File: config.mk
export PLATFORM = sky130hd
export DESIGN_NAME = aes_dec_ctrl
export DESIGN_NICKNAME = d
export VERILOG_FILES = /design/src/rtl/aes_dec_pkg.sv /design/src/rtl/aes_round_ctr.sv /design/src/rtl/aes_dec_ctrl.sv
export SDC_FILE = /design/constraint.sdc
export NUM_CORES = 1
export LEC_CHECK = 0
export ABC_AREA = 1
export ABC_CLOCK_PERIOD_IN_PS = 2000
export BUFFER_PORTS_ARGS = -buffer_cell sky130_fd_sc_hd__buf_4
export CELL_PAD_IN_SITES_DETAIL_PLACEMENT = 1
export CELL_PAD_IN_SITES_GLOBAL_PLACEMENT = 1
export CORE_UTILIZATION = 40
export CTS_CLUSTER_DIAMETER = 120
export DETAILED_ROUTE_END_ITERATION = 6
export PLACE_DENSITY = 0.79
export SLEW_MARGIN = 10
export SYNTH_ARGS = -nofsm -noshare
export SYNTH_HDL_FRONTEND = slang
export SYNTH_SLANG_ARGS = --single-unit
File: constraint.sdc
create_clock -name clk -period 2 [get_ports clk]
set_input_delay 0.1 -clock clk [delete_from_list [all_inputs] [get_ports clk]]
set_output_delay 0.1 -clock clk [all_outputs]
set_load 0.05 [all_outputs]
File: src/rtl/aes_dec_pkg.sv
// Shared definitions for the AES decryption controller: state encoding,
// round count, key-index type and the per-state output decode.
package aes_dec_pkg;

  localparam int unsigned NR     = 10;
  localparam int unsigned KIDX_W = 4;

  typedef logic [KIDX_W-1:0] kidx_t;

  localparam kidx_t KIDX_LAST        = kidx_t'(NR);
  localparam kidx_t KIDX_FIRST_ROUND = kidx_t'(NR - 1);

  typedef enum logic [2:0] {
    S_IDLE     = 3'd0,
    S_LOAD     = 3'd1,
    S_KEXP     = 3'd2,
    S_INIT_ADD = 3'd3,
    S_ROUND    = 3'd4,
    S_FINAL    = 3'd5,
    S_DONE     = 3'd6
  } dec_state_t;

  typedef struct packed {
    logic ready;
    logic busy;
    logic ct_load;
    logic key_we;
    logic state_en;
    logic sel_init;
    logic sel_last;
    logic out_valid;
  } ctrl_t;

  // Single-bit strobes asserted while the FSM sits in state s; key_idx is handled separately.
  function automatic ctrl_t ctrl_for(input dec_state_t s);
    ctrl_t c;
    c = '0;
    case (s)
      S_IDLE:     c.ready = 1'b1;
      S_LOAD:     c.ct_load = 1'b1;
      S_KEXP:     c.key_we = 1'b1;
      S_INIT_ADD: begin
        c.state_en = 1'b1;
        c.sel_init = 1'b1;
      end
      S_ROUND:    c.state_en = 1'b1;
      S_FINAL:    begin
        c.state_en = 1'b1;
        c.sel_last = 1'b1;
      end
      S_DONE:     c.out_valid = 1'b1;
      default:    c.ready = 1'b1;
    endcase
    c.busy = ~c.ready;
    return c;
  endfunction

endpackage

File: src/rtl/aes_round_ctr.sv
// Round down-counter: parallel load, saturating decrement, zero flag.
module aes_round_ctr
  import aes_dec_pkg::*;
(
  input  logic  clk,
  input  logic  i_reset,
  input  logic  i_load,
  input  kidx_t i_load_val,
  input  logic  i_dec,
  output kidx_t o_cnt,
  output logic  o_zero
);

  kidx_t r_cnt;

  always_ff @(posedge clk) begin
    if (i_reset) begin
      r_cnt <= '0;
    end else if (i_load) begin
      r_cnt <= i_load_val;
    end else if (i_dec && (r_cnt != '0)) begin
      r_cnt <= r_cnt - kidx_t'(1);
    end
  end

  assign o_cnt  = r_cnt;
  assign o_zero = (r_cnt == '0);

endmodule

File: src/rtl/aes_dec_ctrl.sv
// AES-128 decryption sequencer: load, optional key expansion, 11 AddRoundKey
// passes (10..0) and a valid/ready handoff of the plaintext. Control only.
module aes_dec_ctrl
  import aes_dec_pkg::*;
#(
  parameter int unsigned KEY_REUSE = 1
) (
  input  logic              clk,
  input  logic              reset,
  input  logic              start,
  input  logic              key_same,
  output logic              ready,
  output logic              busy,
  output logic              ct_load,
  output logic              key_we,
  output logic [KIDX_W-1:0] key_idx,
  output logic              state_en,
  output logic              sel_init,
  output logic              sel_last,
  output logic              out_valid,
  input  logic              out_ready
);

  dec_state_t r_state;
  ctrl_t      r_ctrl;
  kidx_t      r_key_idx;
  logic       r_key_valid;
  logic       r_key_same;

  logic       w_reuse;
  logic       w_ctr_load;
  logic       w_ctr_dec;
  logic       w_ctr_zero;
  kidx_t      w_cnt;

  assign w_reuse    = (KEY_REUSE != 0) && r_key_same && r_key_valid;
  assign w_ctr_load = (r_state == S_INIT_ADD);
  assign w_ctr_dec  = (r_state == S_ROUND) && !w_ctr_zero;

  aes_round_ctr u_round_ctr (
    .clk        (clk),
    .i_reset    (reset),
    .i_load     (w_ctr_load),
    .i_load_val (KIDX_FIRST_ROUND),
    .i_dec      (w_ctr_dec),
    .o_cnt      (w_cnt),
    .o_zero     (w_ctr_zero)
  );

  // Outputs are registered alongside the state: each branch loads the strobes of the state it enters.
  always_ff @(posedge clk) begin
    if (reset) begin
      r_state     <= S_IDLE;
      r_ctrl      <= ctrl_for(S_IDLE);
      r_key_idx   <= '0;
      r_key_valid <= 1'b0;
      r_key_same  <= 1'b0;
    end else begin
      case (r_state)
        S_IDLE: begin
          if (start) begin
            r_key_same <= key_same;
            r_state    <= S_LOAD;
            r_ctrl     <= ctrl_for(S_LOAD);
            r_key_idx  <= '0;
          end
        end
        S_LOAD: begin
          if (w_reuse) begin
            r_state   <= S_INIT_ADD;
            r_ctrl    <= ctrl_for(S_INIT_ADD);
            r_key_idx <= KIDX_LAST;
          end else begin
            // Key store is about to be rewritten; it is not valid until expansion completes.
            r_key_valid <= 1'b0;
            r_state     <= S_KEXP;
            r_ctrl      <= ctrl_for(S_KEXP);
            r_key_idx   <= kidx_t'(1);
          end
        end
        S_KEXP: begin
          if (r_key_idx >= KIDX_LAST) begin
            r_key_valid <= 1'b1;
            r_state     <= S_INIT_ADD;
            r_ctrl      <= ctrl_for(S_INIT_ADD);
            r_key_idx   <= KIDX_LAST;
          end else begin
            r_key_idx <= r_key_idx + kidx_t'(1);
          end
        end
        S_INIT_ADD: begin
          r_state   <= S_ROUND;
          r_ctrl    <= ctrl_for(S_ROUND);
          r_key_idx <= KIDX_FIRST_ROUND;
        end
        S_ROUND: begin
          // key_idx tracks the value the round counter holds after this edge.
          if (w_cnt <= kidx_t'(1)) begin
            r_state   <= S_FINAL;
            r_ctrl    <= ctrl_for(S_FINAL);
            r_key_idx <= '0;
          end else begin
            r_key_idx <= w_cnt - kidx_t'(1);
          end
        end
        S_FINAL: begin
          r_state   <= S_DONE;
          r_ctrl    <= ctrl_for(S_DONE);
          r_key_idx <= '0;
        end
        S_DONE: begin
          if (out_ready) begin
            r_state   <= S_IDLE;
            r_ctrl    <= ctrl_for(S_IDLE);
            r_key_idx <= '0;
          end
        end
        default: begin
          r_state   <= S_IDLE;
          r_ctrl    <= ctrl_for(S_IDLE);
          r_key_idx <= '0;
        end
      endcase
    end
  end

  assign ready     = r_ctrl.ready;
  assign busy      = r_ctrl.busy;
  assign ct_load   = r_ctrl.ct_load;
  assign key_we    = r_ctrl.key_we;
  assign key_idx   = r_key_idx;
  assign state_en  = r_ctrl.state_en;
  assign sel_init  = r_ctrl.sel_init;
  assign sel_last  = r_ctrl.sel_last;
  assign out_valid = r_ctrl.out_valid;

endmodule

Word-level counts from Yosys, hierarchy flattened
Cells that the tools add are included.
- add/sub/neg operators: 2
- magnitude comparators: 2
- eq/ne operators: 11
- multiplexer cells: 23
- reduce and logical (&&, ||, !) cells: 14
- operator list (kind ; count):
    case mux 8 bit (7 select lines) ; 1
    two-way mux 8 bit ; 4
    two-way mux 4 bit ; 7
    case mux 4 bit (6 select lines) ; 1
    case mux 3 bit (7 select lines) ; 1
    two-way mux 3 bit ; 4
    == test 3 bit (second input constant) ; 3
    != test 2 bit (second input constant) ; 4
    == test 3 x 2 -> 1 bit (second input constant) ; 2
    two-way mux 5 bit ; 1
    adder 4 x 1 -> 4 bit (second input constant) ; 1
    greater-or-equal comparator 4 bit (second input constant) ; 1
    <= comparator 4 x 1 -> 1 bit (second input constant) ; 1
    zero test 4 bit ; 1
    AND reduction 2 bit ; 2
    AND reduction 4 bit ; 1
    nonzero test 2 bit ; 2
    nonzero test 4 bit ; 1
    subtractor 4 x 1 -> 4 bit (second input constant) ; 1
    == test 3 x 1 -> 1 bit (second input constant) ; 1
    logical AND 1 bit ; 3
    zero test 3 bit ; 1
    two-way mux 1 bit ; 3
    AND reduction 3 bit ; 1
    4 further kinds ; 4
- flip-flop bits (word level): 21
- input port bits: 5
- output and inout bits: 12
- logic and storage cells: 66

Logic depth before layout (Yosys ltp)
- depth in word-level cells: 6
- depth in mapped cells: 11
- mapped depth without buffers: 10

Modules after synthesis
A second synthesis with hierarchy kept.
- cells, all modules: 186
- area total of the unflattened synthesis: 1234.9 um^2
- by module, submodules not included (module ; instances ; cells each ; area an instance (um^2) ; sequential area each (um^2)):
    aes_dec_ctrl ; 1 ; 145 ; 960.9 ; 340.3
    aes_round_ctr ; 1 ; 41 ; 274.0 ; 80.1

Worst setup path after synthesis
Ideal clock, no wire load.
- path type: reg-to-reg
- start point: register r_key_idx[0] (netlist: key_idx[0])
- end point: register r_ctrl, in the netlist busy
- setup time: 120 ps
- data arrival time: 1673 ps
- data required time: 1880 ps
- slack: 207 ps
- cell stages (with the launch flop): 12
- buffers on the path: 1
- clock period less this slack: 1793 ps
- cells stage by stage: dfxtp_1 -> inv_1 -> ha_1 -> inv_1 -> nand2_1 -> nand2_1 -> nand2_4 -> nand3_2 -> buf_6 -> inv_4 -> nor2_1 -> nor2_1
- longest elaborated chain between the ends: 3
- ends and longest elaborated chain (item ; line ; source):
    start, declared ; aes_dec_ctrl.sv:26 ; kidx_t r_key_idx;
    start signal, assigned ; aes_dec_ctrl.sv:78 ; r_key_idx <= kidx_t'(1);
    start signal, assigned ; aes_dec_ctrl.sv:88 ; r_key_idx <= r_key_idx + kidx_t'(1);
    start signal, assigned ; aes_dec_ctrl.sv:103 ; r_key_idx <= w_cnt - kidx_t'(1);
    greater-or-equal comparator 4 bit ; aes_dec_ctrl.sv:82 ; if (r_key_idx >= KIDX_LAST) begin
    != test 2 bit (no source line) ; -- ;
    AND reduction 4 bit (no source line) ; -- ;
    end signal, assigned ; aes_dec_ctrl.sv:77 ; r_ctrl <= ctrl_for(S_KEXP);
    end signal, assigned ; aes_dec_ctrl.sv:85 ; r_ctrl <= ctrl_for(S_INIT_ADD);
    end signal, assigned ; aes_dec_ctrl.sv:93 ; r_ctrl <= ctrl_for(S_ROUND);
    end, declared ; aes_dec_ctrl.sv:25 ; ctrl_t r_ctrl;
No other way between the ends.
A chain may end at the register's enable or synchronous reset.

Worst setup path in the final report
- start point: register u_round_ctr.r_cnt[0] (netlist: u_round_ctr.o_cnt[0])
- end point: register r_state[2]
- longest elaborated chain between the ends: 3
- ends and longest elaborated chain (item ; line ; source):
    start, declared ; aes_round_ctr.sv:14 ; kidx_t r_cnt;
    start signal, assigned ; aes_round_ctr.sv:20 ; r_cnt <= i_load_val;
    start signal, assigned ; aes_round_ctr.sv:22 ; r_cnt <= r_cnt - kidx_t'(1);
    <= comparator 4 x 1 -> 1 bit ; aes_dec_ctrl.sv:98 ; if (w_cnt <= kidx_t'(1)) begin
    != test 2 x 1 -> 1 bit (no source line) ; -- ;
    AND reduction 4 bit (no source line) ; -- ;
    end signal, assigned ; aes_dec_ctrl.sv:99 ; r_state <= S_FINAL;
    end signal, assigned ; aes_dec_ctrl.sv:107 ; r_state <= S_DONE;
    end signal, assigned ; aes_dec_ctrl.sv:113 ; r_state <= S_IDLE;
    end, declared ; aes_dec_ctrl.sv:24 ; dec_state_t r_state;
No other way between the ends.

==> impl_metrics.env <==
export IMPL_critical_path_required_ns=2.24
export IMPL_crit_fanout=11
export IMPL_hpwl_microns=2270
export IMPL_grt_pass1_wl_microns=4995
export IMPL_wl_per_cell_microns=13.43
export IMPL_power_mw=1.689
export IMPL_synth_common_cells="34 x nand2_1, 25 x nor2_1, 21 x dfxtp_1, 18 x inv_1"
export IMPL_gp_congestion=0.8400
export IMPL_clk_latency_ns=0.31
export IMPL_overflow=0
export IMPL_rows=19
export IMPL_grt_use_total_pct=20.63
export IMPL_drive_gt1_share_pct=23.89
export IMPL_start_util_pct=42.11
export IMPL_finalCritPeriodShare_pct=89.24
export IMPL_clkPwrFrac_pct=12.2
export IMPL_swShare_pct=49.43
export IMPL_tritoncts="done"
export IMPL_clockBufferDepth=2
export IMPL_utilization_pct=48.28
export IMPL_maxCapViolations=0
export IMPL_fmax_mhz=560.3
export IMPL_final_setup_tns_ns=0
export IMPL_cts_root_buf="clkbuf_4"
export IMPL_ctsHtreeMaxLevel=1
export IMPL_finalCriticalPeriod_ns=1.785
export IMPL_dpl_cell_area_sq_mm=0.001305
export IMPL_firstDrtPassIters=4
export IMPL_peakVddDrop_mv=0.7849
export IMPL_clkSinkCount=21
export IMPL_path_cells="inv_1, ha_1, o21ai_0, nand2_4, nand3_2, o21ai_1, nor2_1"
export IMPL_vias=1065
export IMPL_portBuffers=16
export IMPL_critPathKind="reg -> reg"
export IMPL_finalHoldViolCount=0
export IMPL_synth_yosys_seq_area_share_pct=36.21
export IMPL_syn_area_per_cell_sq_um=7.167
export IMPL_wirelength_microns=2833
export IMPL_synth_cells=162
export IMPL_worst_pin_slew_ns=0.4149
export IMPL_crit_buf_inv=1
export IMPL_async_reset_ff_share_pct=0
export IMPL_synth_edf_count=0
export IMPL_yosys_warnings=0
export IMPL_post_cts_buffers=0
export IMPL_cts_hold_buffers=0
export IMPL_p_sw_mw=0.8350
export IMPL_setup_viol=0
export IMPL_grt_pass1_vias=1127
export IMPL_viasPerCell=5.047
export IMPL_grt_max_degree=12
export IMPL_comb_power_share_pct=52.5
export IMPL_timing_final_max_slew_violations=0
export IMPL_cp_start_kind="register"
export IMPL_stdcell_area_sq_mm=0.001331
export IMPL_die_x_microns=55.88
export IMPL_antenna_found_initial=0
export IMPL_ios=17
export IMPL_syn_nets=172
export IMPL_yosys_top_cells_area="dfxtp_1 36%, nand2_1 11%, nor2_1 8.1%"
export IMPL_seqPwrFrac_pct=35.3
export IMPL_p_leak_nw=0.6376
export IMPL_synthFlopType="dfxtp_1"
export IMPL_crit_slowest_cell="dfxtp_1"
export IMPL_ant_nets=0
export IMPL_fillerInstances=373
export IMPL_hold_class="in -> reg"
export IMPL_numCtsBuffers=3
export IMPL_syn_cell_area_sq_mm=0.001161
export IMPL_final_nets=191
export IMPL_max_stage_delay_ns=0.36
export IMPL_cts_repair_resize_count=0
export IMPL_whs_ns=0.04653
export IMPL_fp_dieH_microns=55.88
export IMPL_synth_seq_cells=21
export IMPL_setup_slack_ns=0.2151
export IMPL_skew_ns=0.009579
export IMPL_clk_pin_slew_ns=0.12
export IMPL_maxSlewHeadroom_pct=72.05
export IMPL_rsz0062_at_grt="false"
export IMPL_final_cells=211
export IMPL_status="complete, no violations"
export IMPL_power_density_mw_per_mm2=1269
export IMPL_coreArea_sq_mm=0.002758
export IMPL_yosysTopAreaCell="dfxtp_1"
export IMPL_diodes=0
export IMPL_place_ws_ns=0.1677
export IMPL_syn2layout_area_growth_pct=14.66
export IMPL_die_area_sq_mm=0.003122
export IMPL_critPathTopFamily="simple AND/OR/NAND/NOR gates"
export IMPL_cp_arrival_ns=2.02
export IMPL_dp_cells=207
export IMPL_drt_iter0_drc=19
export IMPL_drc=0
export IMPL_crit_path_end_kind="register"
export IMPL_synth_most_common_cell="nand2_1"
export IMPL_synthDistinctLibCells=26
export IMPL_power_internal_mw=0.8543
export IMPL_synth_top_area_share_pct=36.21
==> layer usage <==
metal  global-route usage (%)  wire, microns  up-vias
li1                         -              -      544
met1                    26.10           1340      505
met2                    35.11           1384       12
met3                    2.558             66        4
met4                    9.408             42        0
met5                        0              0        -
==> path summary, 6_finish.rpt <==
| path | from | endpoint | slack (ns) | cells after the start |
|---|---|---|---|---|
| setup / recovery | u_round_ctr.o_cnt[0] | r_state[2] | 0.22 | 7 |
| hold / removal | reset | ct_load | 0.05 | 2 |
| hold reg to reg | state_en | state_en | 0.48 | 2 |
| setup reg to reg | u_round_ctr.o_cnt[0] | r_state[2] | 0.22 | 7 |
==> cells by family (layout without fill, tap and decap cells) <==
group	after synthesis	after routing	share of synthesized area (%)
AO/OA/AOI/OAI	21	21	11.42
XOR/XNOR	4	4	3.018
adder cells (fa/ha/maj)	5	5	5.388
buffers and inverters	25	43	8.943
flip-flops	21	21	36.21
AND/OR/NAND/NOR	86	86	35.02
==> cell type report <==
type / count / area (sq um) / share of cell area, %
Multi-Input combinational cell: 116 / 636.9 / 47.84
Sequential cell: 21 / 420.4 / 31.58
Timing Repair Buffer: 16 / 120.1 / 9.023
Inverter: 23 / 88.84 / 6.673
Tap cell: 31 / 38.79 / 2.914
Clock buffer: 4 / 26.28 / 1.974
==> power by group through the flow <==
stage          clock network (mW)  logic, mW  registers (mW)
6_report                    0.206      0.887           0.597
2_1_floorplan                   0      0.525           0.773
3_5_place_dp                    0      0.894           0.606
4_1_cts                     0.218      0.896           0.597
3_3_place_gp                    0      0.872           0.604
5_1_grt                     0.234      0.973           0.610
==> layout by cell type (no fill, tap or decap), types with 2 or more instances in the layout <==
| master | Yosys | final |
|---|---|---|
| a21oi_1 | 8 | 8 |
| a21oi_2 | 6 | 6 |
| buf_4 | 0 | 16 |
| clkbuf_4 | 0 | 3 |
| dfxtp_1 | 21 | 21 |
| ha_1 | 5 | 5 |
| inv_1 | 18 | 18 |
| inv_2 | 3 | 3 |
| nand2_1 | 34 | 34 |
| nand2_2 | 7 | 7 |
| nand2_4 | 2 | 2 |
| nand3_1 | 8 | 8 |
| nand3_2 | 2 | 2 |
| nand4_1 | 2 | 2 |
| nor2_1 | 25 | 25 |
| nor2_4 | 2 | 2 |
| nor3_1 | 2 | 2 |
| o21ai_0 | 5 | 4 |
| xnor2_1 | 3 | 3 |
(Power assumes the default switching activity.)
